<file path="config.mk">
export PLATFORM = sky130hd
export DESIGN_NAME = frame_bank_scheduler
export DESIGN_NICKNAME = d
export VERILOG_FILES = /design/src/rtl/frame_bank_scheduler_pkg.sv /design/src/rtl/frame_bank_scheduler_port_arb.sv /design/src/rtl/frame_bank_scheduler.sv
export SDC_FILE = /design/constraint.sdc
export NUM_CORES = 1
export LEC_CHECK = 0
export BUFFER_PORTS_ARGS = -buffer_cell sky130_fd_sc_hd__buf_2
export CELL_PAD_IN_SITES_DETAIL_PLACEMENT = 0
export CELL_PAD_IN_SITES_GLOBAL_PLACEMENT = 1
export CORE_ASPECT_RATIO = 1.75
export CORE_MARGIN = 4
export CORE_UTILIZATION = 37
export CTS_BUF_LIST = sky130_fd_sc_hd__clkbuf_4
export CTS_CLUSTER_DIAMETER = 80
export DETAILED_ROUTE_END_ITERATION = 10
export GPL_ROUTABILITY_DRIVEN = 0
export PLACE_DENSITY_LB_ADDON = 0.1
export SYNTH_ARGS = -nofsm -noshare
export SYNTH_HDL_FRONTEND = slang
export SYNTH_SLANG_ARGS = --single-unit
</file>
<file path="constraint.sdc">
create_clock -name clk -period 3.6 [get_ports clk]
set_clock_uncertainty 0.1 [all_clocks]
set_input_delay 0.72 -clock clk [delete_from_list [all_inputs] [get_ports clk]]
set_output_delay 0.72 -clock clk [all_outputs]
set_load 0.005 [all_outputs]
</file>
<file path="src/rtl/frame_bank_scheduler_pkg.sv">
// Shared bank codes and helpers for the triple-buffered frame memory scheduler.
package frame_bank_scheduler_pkg;
  localparam int BANK_W       = 2;
  localparam int FRAME_PIXELS = 76800;

  typedef enum logic [BANK_W-1:0] {
    BANK0 = 2'd0,
    BANK1 = 2'd1,
    BANK2 = 2'd2
  } bank_e;

  // Returns the one bank among BANK0..BANK2 that is neither a nor b.
  function automatic bank_e third_bank(input bank_e a, input bank_e b);
    if (a != BANK0 && b != BANK0) return BANK0;
    if (a != BANK1 && b != BANK1) return BANK1;
    return BANK2;
  endfunction
endpackage

</file>
<file path="src/rtl/frame_bank_scheduler_port_arb.sv">
// Single-port memory arbiter: writer has priority, mem_* registered, read-valid delay pipe.
module frame_bank_scheduler_port_arb
  import frame_bank_scheduler_pkg::*;
#(
  parameter int ADDR_W = 17,
  parameter int DATA_W = 8
) (
  input  logic                     clk,
  input  logic                     rst,
  input  logic                     wr_req,
  input  logic [ADDR_W-1:0]        wr_addr,
  input  logic [DATA_W-1:0]        wr_data,
  input  bank_e                    w_bank,
  input  logic                     rd_req,
  input  logic [ADDR_W-1:0]        rd_addr,
  input  bank_e                    r_bank,
  input  logic                     reader_active,
  output logic                     rd_ack,
  output logic [DATA_W-1:0]        rd_data,
  output logic                     rd_valid,
  output logic                     mem_en,
  output logic                     mem_we,
  output logic [ADDR_W+BANK_W-1:0] mem_addr,
  output logic [DATA_W-1:0]        mem_wdata,
  input  logic [DATA_W-1:0]        mem_rdata
);
  localparam int STAGES = 2;

  logic                     mem_en_d, mem_we_d;
  logic [ADDR_W+BANK_W-1:0] mem_addr_d;
  logic [DATA_W-1:0]        mem_wdata_d;
  logic [STAGES:1]          vld_pipe_d, vld_pipe_q;

  always_comb begin
    rd_ack      = rd_req & reader_active & ~wr_req;
    mem_en_d    = wr_req | rd_ack;
    mem_we_d    = wr_req;
    mem_addr_d  = '0;
    mem_wdata_d = '0;
    if (wr_req) begin
      mem_addr_d  = {w_bank, wr_addr};
      mem_wdata_d = wr_data;
    end else if (rd_ack) begin
      mem_addr_d  = {r_bank, rd_addr};
    end
    vld_pipe_d = {vld_pipe_q[STAGES-1:1], rd_ack};
  end

  always_ff @(posedge clk or negedge rst) begin
    if (!rst) begin
      mem_en     <= 1'b0;
      mem_we     <= 1'b0;
      mem_addr   <= '0;
      mem_wdata  <= '0;
      vld_pipe_q <= '0;
    end else begin
      mem_en     <= mem_en_d;
      mem_we     <= mem_we_d;
      mem_addr   <= mem_addr_d;
      mem_wdata  <= mem_wdata_d;
      vld_pipe_q <= vld_pipe_d;
    end
  end

  // Read data comes straight from the synchronous memory; gated so it reads 0 when not valid.
  assign rd_valid = vld_pipe_q[STAGES];
  assign rd_data  = rd_valid ? mem_rdata : '0;
endmodule

</file>
<file path="src/rtl/frame_bank_scheduler.sv">
// Triple-buffer scheduler: tracks writer/ready/reader bank roles, grants frames, counts drops.
module frame_bank_scheduler
  import frame_bank_scheduler_pkg::*;
#(
  parameter int ADDR_W     = 17,
  parameter int DATA_W     = 8,
  parameter int DROP_CNT_W = 8
) (
  input  logic                     clk,
  input  logic                     rst,
  input  logic                     wr_sof,
  input  logic                     wr_eof,
  input  logic                     wr_req,
  input  logic [ADDR_W-1:0]        wr_addr,
  input  logic [DATA_W-1:0]        wr_data,
  input  logic                     rd_frame_req,
  output logic                     rd_frame_gnt,
  input  logic                     rd_done,
  input  logic                     rd_req,
  input  logic [ADDR_W-1:0]        rd_addr,
  output logic                     rd_ack,
  output logic [DATA_W-1:0]        rd_data,
  output logic                     rd_valid,
  output logic                     mem_en,
  output logic                     mem_we,
  output logic [ADDR_W+BANK_W-1:0] mem_addr,
  output logic [DATA_W-1:0]        mem_wdata,
  input  logic [DATA_W-1:0]        mem_rdata,
  output logic                     frame_ready,
  output logic [DROP_CNT_W-1:0]    drop_cnt
);
  bank_e                 w_bank_d, w_bank_q, ready_bank_d, ready_bank_q, r_bank_d, r_bank_q;
  logic                  ready_valid_d, ready_valid_q, reader_active_d, reader_active_q;
  logic                  wr_in_frame_d, wr_in_frame_q;
  logic [DROP_CNT_W-1:0] drop_cnt_d, drop_cnt_q;
  logic                  grant, eof_ok;

  always_comb begin
    grant           = rd_frame_req & ready_valid_q & ~reader_active_q;
    eof_ok          = wr_eof & wr_in_frame_q;
    w_bank_d        = w_bank_q;
    ready_bank_d    = ready_bank_q;
    r_bank_d        = r_bank_q;
    ready_valid_d   = ready_valid_q;
    reader_active_d = reader_active_q;
    wr_in_frame_d   = wr_in_frame_q;
    drop_cnt_d      = drop_cnt_q;

    if (grant) begin
      r_bank_d        = ready_bank_q;
      reader_active_d = 1'b1;
      ready_valid_d   = 1'b0;
    end else if (rd_done) begin
      reader_active_d = 1'b0;
    end

    // With a reader holding a bank the writer takes the remaining one; otherwise it
    // avoids the bank just retired from ready, so an idle reader sees a 0->1->2 rotation.
    if (eof_ok) begin
      ready_bank_d  = w_bank_q;
      ready_valid_d = 1'b1;
      w_bank_d      = third_bank(w_bank_q, reader_active_q ? r_bank_q : ready_bank_q);
      wr_in_frame_d = 1'b0;
      if (ready_valid_q && !grant && drop_cnt_q != '1) drop_cnt_d = drop_cnt_q + 1'b1;
    end
    if (wr_sof) wr_in_frame_d = 1'b1;
  end

  always_ff @(posedge clk or negedge rst) begin
    if (!rst) begin
      w_bank_q        <= BANK0;
      ready_bank_q    <= BANK2;
      r_bank_q        <= BANK1;
      ready_valid_q   <= 1'b0;
      reader_active_q <= 1'b0;
      wr_in_frame_q   <= 1'b0;
      drop_cnt_q      <= '0;
    end else begin
      w_bank_q        <= w_bank_d;
      ready_bank_q    <= ready_bank_d;
      r_bank_q        <= r_bank_d;
      ready_valid_q   <= ready_valid_d;
      reader_active_q <= reader_active_d;
      wr_in_frame_q   <= wr_in_frame_d;
      drop_cnt_q      <= drop_cnt_d;
    end
  end

  assign rd_frame_gnt = grant;
  assign frame_ready  = ready_valid_q;
  assign drop_cnt     = drop_cnt_q;

  frame_bank_scheduler_port_arb #(.ADDR_W(ADDR_W), .DATA_W(DATA_W)) u_arb (
    .clk           (clk),
    .rst           (rst),
    .wr_req        (wr_req),
    .wr_addr       (wr_addr),
    .wr_data       (wr_data),
    .w_bank        (w_bank_q),
    .rd_req        (rd_req),
    .rd_addr       (rd_addr),
    .r_bank        (r_bank_q),
    .reader_active (reader_active_q),
    .rd_ack        (rd_ack),
    .rd_data       (rd_data),
    .rd_valid      (rd_valid),
    .mem_en        (mem_en),
    .mem_we        (mem_we),
    .mem_addr      (mem_addr),
    .mem_wdata     (mem_wdata),
    .mem_rdata     (mem_rdata)
  );
endmodule

</file>
== After elaboration in Yosys (flattened, before gate mapping) ==
Index checks and enable logic that the tools add are counted.

* Bits in read-only memories: 0
* Memories: 0
* Bits in writable memories: 0
* Logic and storage cells: 55
* Bits in registers: 48
* Bits in latches: 0
* Input bits: 58
* Output and inout port bits: 49

* Multipliers: 0
* Reduce and logical (&&, ||, !) cells: 11
* Divide/modulo/power cells: 0
* Eq/ne operators: 3
* Shift operators: 0
* Bitwise gates (word level): 8
* Muxes and demuxes: 20
* Add/sub/neg operators: 1
* Order comparisons: 0

{| class="wikitable"
|+ Operators with widths
! cell !! count
|-
| $mux W19 || 2
|-
| $mux W8 || 2
|-
| $mux W1 || 11
|-
| $mux W2 || 5
|-
| $reduce_bool A2 Y1 || 5
|-
| $add A8 B1 Y8 const B || 1
|-
| $ne A8 B8 Y1 const B || 1
|-
| $and A1 B1 Y1 || 5
|-
| $logic_and A1 B1 Y1 || 4
|-
| $ne A2 B1 Y1 const B || 2
|-
| $not A1 Y1 || 2
|-
| $reduce_and A2 Y1 || 1
|-
| $logic_not A1 Y1 || 1
|-
| $or A1 B1 Y1 || 1
|}

== Depth between registers and ports, before layout ==
* Depth after elaboration: 9
* Depth in mapped cells: 4
* Mapped depth without buffers: 4

== By module ==
Synthesis repeated with hierarchy kept, for this count alone.

* Cell total of the unflattened synthesis: 183
* Area total of the unflattened synthesis: 2,025.7 um2

{| class="wikitable"
|+ Modules (own cells, without submodules)
! module !! area each (um2) !! times used !! cells an instance
|-
| frame_bank_scheduler_port_arb || 1,217.4 || 1 || 116
|-
| frame_bank_scheduler || 808.3 || 1 || 67
|}

== Least setup slack after synthesis ==
No wires, ideal clock.

* Path type: input -> output
* Start: in rd_req
* End: out rd_ack
* Data required time: 2,780 ps
* Slack: 1,608 ps
* Stages on the path: 3
* Data arrival time: 1,172 ps
* Path buffers: 1
* Cell sequence: nand2_1 -> nor2_1 -> clkbuf_1

* Cells in the longest elaborated chain, start to end: 2

{| class="wikitable"
|+ Ends and longest elaborated chain
! what !! RTL line !! source
|-
| start: declaration || frame_bank_scheduler.sv:19 || <nowiki>input logic rd_req,</nowiki>
|-
| $and A1 B1 Y1 (2 in series) || frame_bank_scheduler_port_arb.sv:35 || <nowiki>rd_ack = rd_req & reader_active & ~wr_req;</nowiki>
|-
| end: declaration || frame_bank_scheduler.sv:21 || <nowiki>output logic rd_ack,</nowiki>
|}

Every way passes these cells.

== Final worst setup path ==
* Start: reg reader_active_q
* End: out rd_frame_gnt

* Cells in the longest elaborated chain, start to end: 2

{| class="wikitable"
|+ Ends and longest elaborated chain
! what !! RTL line !! source
|-
| start: declaration || frame_bank_scheduler.sv:33 || <nowiki>logic ready_valid_d, ready_valid_q, reader_active_d, reader_active_q;</nowiki>
|-
| start signal: assignment || frame_bank_scheduler.sv:83 || <nowiki>reader_active_q <= reader_active_d;</nowiki>
|-
| $not A1 Y1 || frame_bank_scheduler.sv:39 || <nowiki>grant = rd_frame_req & ready_valid_q & ~reader_active_q;</nowiki>
|-
| $and A1 B1 Y1 || frame_bank_scheduler.sv:39 ||
|-
| end: declaration || frame_bank_scheduler.sv:17 || <nowiki>output logic rd_frame_gnt,</nowiki>
|}

Every way passes these cells.

==> summary.log <==
INFO  outcome        run_status=completed
INFO  routing        via_per_inst=4.85
INFO  power_and_ir_drop p_leak=1.40nW
INFO  synth          ys.flop_type=dfrtp_1
INFO  setup_path     regToRegStartpoint=drop_cnt[3]
INFO  clocking       cts-root-to-sink-buffers=2
INFO  power_and_ir_drop sw_frac_of_total=29.6%
INFO  global_route   number_of_global_route_vias_before_repair=1576
INFO  setup_path     critical_path_required=2780ps
INFO  synth          synth_cells=147
INFO  routing        drc=0
INFO  routing        routed_length_per_placed_instance=15.4um
INFO  floorplanning  die-width=62.6um
INFO  clocking       clk_latency=360ps
INFO  synth          synthDistinctLibCells=32
INFO  final_layout   fillerInstances=502
INFO  routing        routed_wirelength=4.83mm
INFO  synth          synth-edff-count=0
INFO  setup_path     worst_setup_path_startpoint=reader_active_q
INFO  timing         finalMaxSlewViolations=0
INFO  setup_path     critPathArrivalTime=1410ps
INFO  clocking       clockRootBuffer=clkbuf_4
INFO  synth          synth_seq_area_share=62.5%
INFO  setup_path     worstSetupPathType=register to primary output
INFO  final_layout   register_area=1200um^2
INFO  floorplanning  die_area=6470um^2
INFO  setup_path     crit_chain=nor2b_1 > nand2_1 > inv_1 > buf_2
INFO  timing         rsz_0062_raised_after_global_routing=false
INFO  placement      buffer_ports.inserted=106
INFO  final_layout   fraction_of_final_layout_cells_with_drive_strength_greater_than_1=51.8%
INFO  final_layout   multi_input_gate_area_in_the_final_layout=689um^2
INFO  timing         max_slew.worst_pin.slew=1040ps
INFO  power_and_ir_drop pwr_density_cell=492nW/um^2
INFO  global_route   initial_antenna_violation_count=2
INFO  routing        dr_total_vias=1519
INFO  min_path       hold_wc_startpoint=u_arb.vld_pipe_q[1]
INFO  clocking       cts.repair.resized=0
INFO  setup_path     critPathSlowestCell=dfrtp_1
INFO  final_layout   synthToLayoutAreaGrowth=33.6%
INFO  routing        detail-route-antenna-nets=0
INFO  synth          synth_async_sr_flop_share=100%
INFO  clocking       h-tree-depth=2
INFO  placement      hpwl=3.73mm
INFO  floorplanning  num_io_pins=107
INFO  setup_path     path_delay_family=flip-flops
INFO  clocking       cts.clk_slew.worst_paths=120ps
INFO  power_and_ir_drop share_clk_of_total_power=19.5%
INFO  setup_path     crit_path_end_kind=primary output
INFO  timing         report.final.hold_viol_count=0
INFO  setup_path     critical_path.max_fanout=6
INFO  power_and_ir_drop switching_power=0.376mW
INFO  synth          syn_avg_cell_area=13.1um^2
INFO  global_route   grt.total_usage=15.8%
INFO  power_and_ir_drop cell_internal_pwr=0.892mW
INFO  min_path       timing.hold.worst.class=register to register
INFO  floorplanning  std_cell_rows=34
INFO  clocking       tritoncts=done
INFO  setup_path     worst_path_largest_cell_delay=460ps
INFO  timing         timing.setup.tns=0ps
INFO  setup_path     worst_setup_path_start_kind=register
INFO  job            maxCapViolCount=0
INFO  synth          ys_ff_latch=48
INFO  setup_path     worst-path-buf-inv=2
INFO  global_route   maximum_number_of_pins_on_one_net_before_global_route_repair=49
INFO  timing         max_freq=449MHz
INFO  power_and_ir_drop pwr-share-seq=56.2%
INFO  clocking       post_cts_hold_buffer_count=0
INFO  power_and_ir_drop vdd_drop_max=0.000241V
INFO  clocking       number_of_buffers_created_by_cts=5
INFO  timing         post-route-min-period=2230ps
INFO  clocking       postCtsSetupBuffers=0
INFO  routing        detail_route.iter0.violations=34
INFO  clocking       cts_sinks=48
INFO  synth          synth_fp_nets=206
INFO  synth          synth.yosys.warnings=0
INFO  routing        detail_route.first_pass.iterations=4
INFO  timing         timing.max_slew.rel_slack=30.6%
INFO  floorplanning  core-area=5020um^2
INFO  timing         fin_crit_sh=61.8%
INFO  global_route   grt_pass1_wl=7.68mm
INFO  floorplanning  fp.dieH=103um
INFO  power_and_ir_drop combinationalPowerShare=24.3%
INFO  timing         hold_slack=270ps
INFO  synth          synth_area=1930um^2
INFO  floorplanning  initial_core_util=38.4%
INFO  timing         setup_violations=0
INFO  global_route   overflow=0
INFO  final_layout   finalNetCount=315
[final cells by class]
class,count,share of cell area (%)
repair buffers,107,20.9
diodes,2,0.194
clock buffers,7,2.04
well taps,54,2.62
inverters,4,0.583
flip-flops and latches,48,46.7
multi-input cells,90,26.8
clock inverters,1,0.146
[routing by layer]
metal	part of all wire [%]	track usage (%)	vias to the layer above	wire length, um
met5	0	0	-	0
met4	2.7	7.65	0	129
met3	6.3	5.51	10	306
met2	55	29.1	56	2640
met1	36	15.9	718	1760
li1	-	-	735	-
[cells in the mapped netlist (all sizes together) (4+ instances only)]
cell type  count  area (um^2)
dfrtp         46         1150
and3           4         31.3
nand2          9         36.3
nor3           4         25.0
nor2           4         15.0
a22o          20          175
mux2           9          105
clkbuf         5         18.8
inv            4         15.0
and2          16          100
[registers in the layout, indices dropped and copies added, names as in the netlist]
register	count
drop_cnt	8
frame_ready	1
r_bank_q	2
reader_active_q	1
ready_bank_q	2
u_arb.mem_addr	19
u_arb.mem_en	1
u_arb.mem_wdata	8
u_arb.mem_we	1
u_arb.vld_pipe_q	2
w_bank_q	2
wr_in_frame_q	1
[kinds of logic after synthesis]
| logic type | Yosys count | share of synthesized area [%] |
|---|---|---|
| adders and majority gates | 1 | 0.649 |
| xor gates and xnor gates | 3 | 1.36 |
| and+or+nand+nor | 48 | 16.1 |
| muxes | 9 | 5.45 |
| AOI/OAI and AO/OA | 29 | 12.2 |
| buffers and inverters | 9 | 1.75 |
| DFF | 48 | 62.5 |
[placed cells by master, fill, tap and decap left out, drive strengths merged]
| cell | synthesis | layout |
|---|---|---|
| inv | 4 | 4 |
| nor2b | 1 | 1 |
| xor2 | 3 | 3 |
| nand2 | 9 | 9 |
| dfrtp | 46 | 46 |
| nand2b | 3 | 3 |
| dfstp | 2 | 2 |
| nor4b | 1 | 1 |
| a21o | 1 | 1 |
| a31oi | 1 | 1 |
| diode | 0 | 2 |
| nor3 | 4 | 4 |
| o21a | 1 | 1 |
| nor2 | 4 | 4 |
| clkinv | 0 | 1 |
| nand4 | 3 | 3 |
| buf | 0 | 107 |
| o31ai | 1 | 1 |
| o21ai | 3 | 3 |
| clkbuf | 5 | 7 |
| a21oi | 2 | 2 |
| mux2 | 9 | 9 |
| ha | 1 | 1 |
| and2 | 16 | 16 |
| nand3 | 2 | 2 |
| and3 | 4 | 4 |
| a22o | 20 | 20 |
| nor3b | 1 | 1 |
[final timing paths]
path                                             to  slack (ps)  depth (start not counted)
max in group asynchronous               r_bank_q[1]        2330                          1
min in group asynchronous        u_arb.mem_wdata[4]         440                          1
worst max register to register          drop_cnt[1]        1920                          4
worst min register to register  u_arb.vld_pipe_q[2]         270                          0
worst min-delay path            u_arb.vld_pipe_q[2]         270                          0
worst max-delay path                   rd_frame_gnt        1370                          4
[through the flow]
stage	area, um^2	power [mW]	instances	utilization, %	setup slack [ps]
after global routing	2570	1.36	313	51.3	1210
final	2570	1.27	313	51.3	1370
after detailed placement	2510	1.04	303	50.1	1360
after floorplan	1930	0.888	147	-	1610
after global placement	2510	1.04	303	50.1	1380
after CTS	2570	1.29	311	51.2	1330
[power groups by stage]
stage	clock network, mW	logic, mW	registers, mW
final	0.248	0.308	0.712
after global routing	0.289	0.348	0.727
after CTS	0.263	0.316	0.715
after detailed placement	0	0.315	0.725
after global placement	0	0.313	0.724
after floorplan	0	0.174	0.714
No activity file was read; power rests on OpenSTA's default activity.
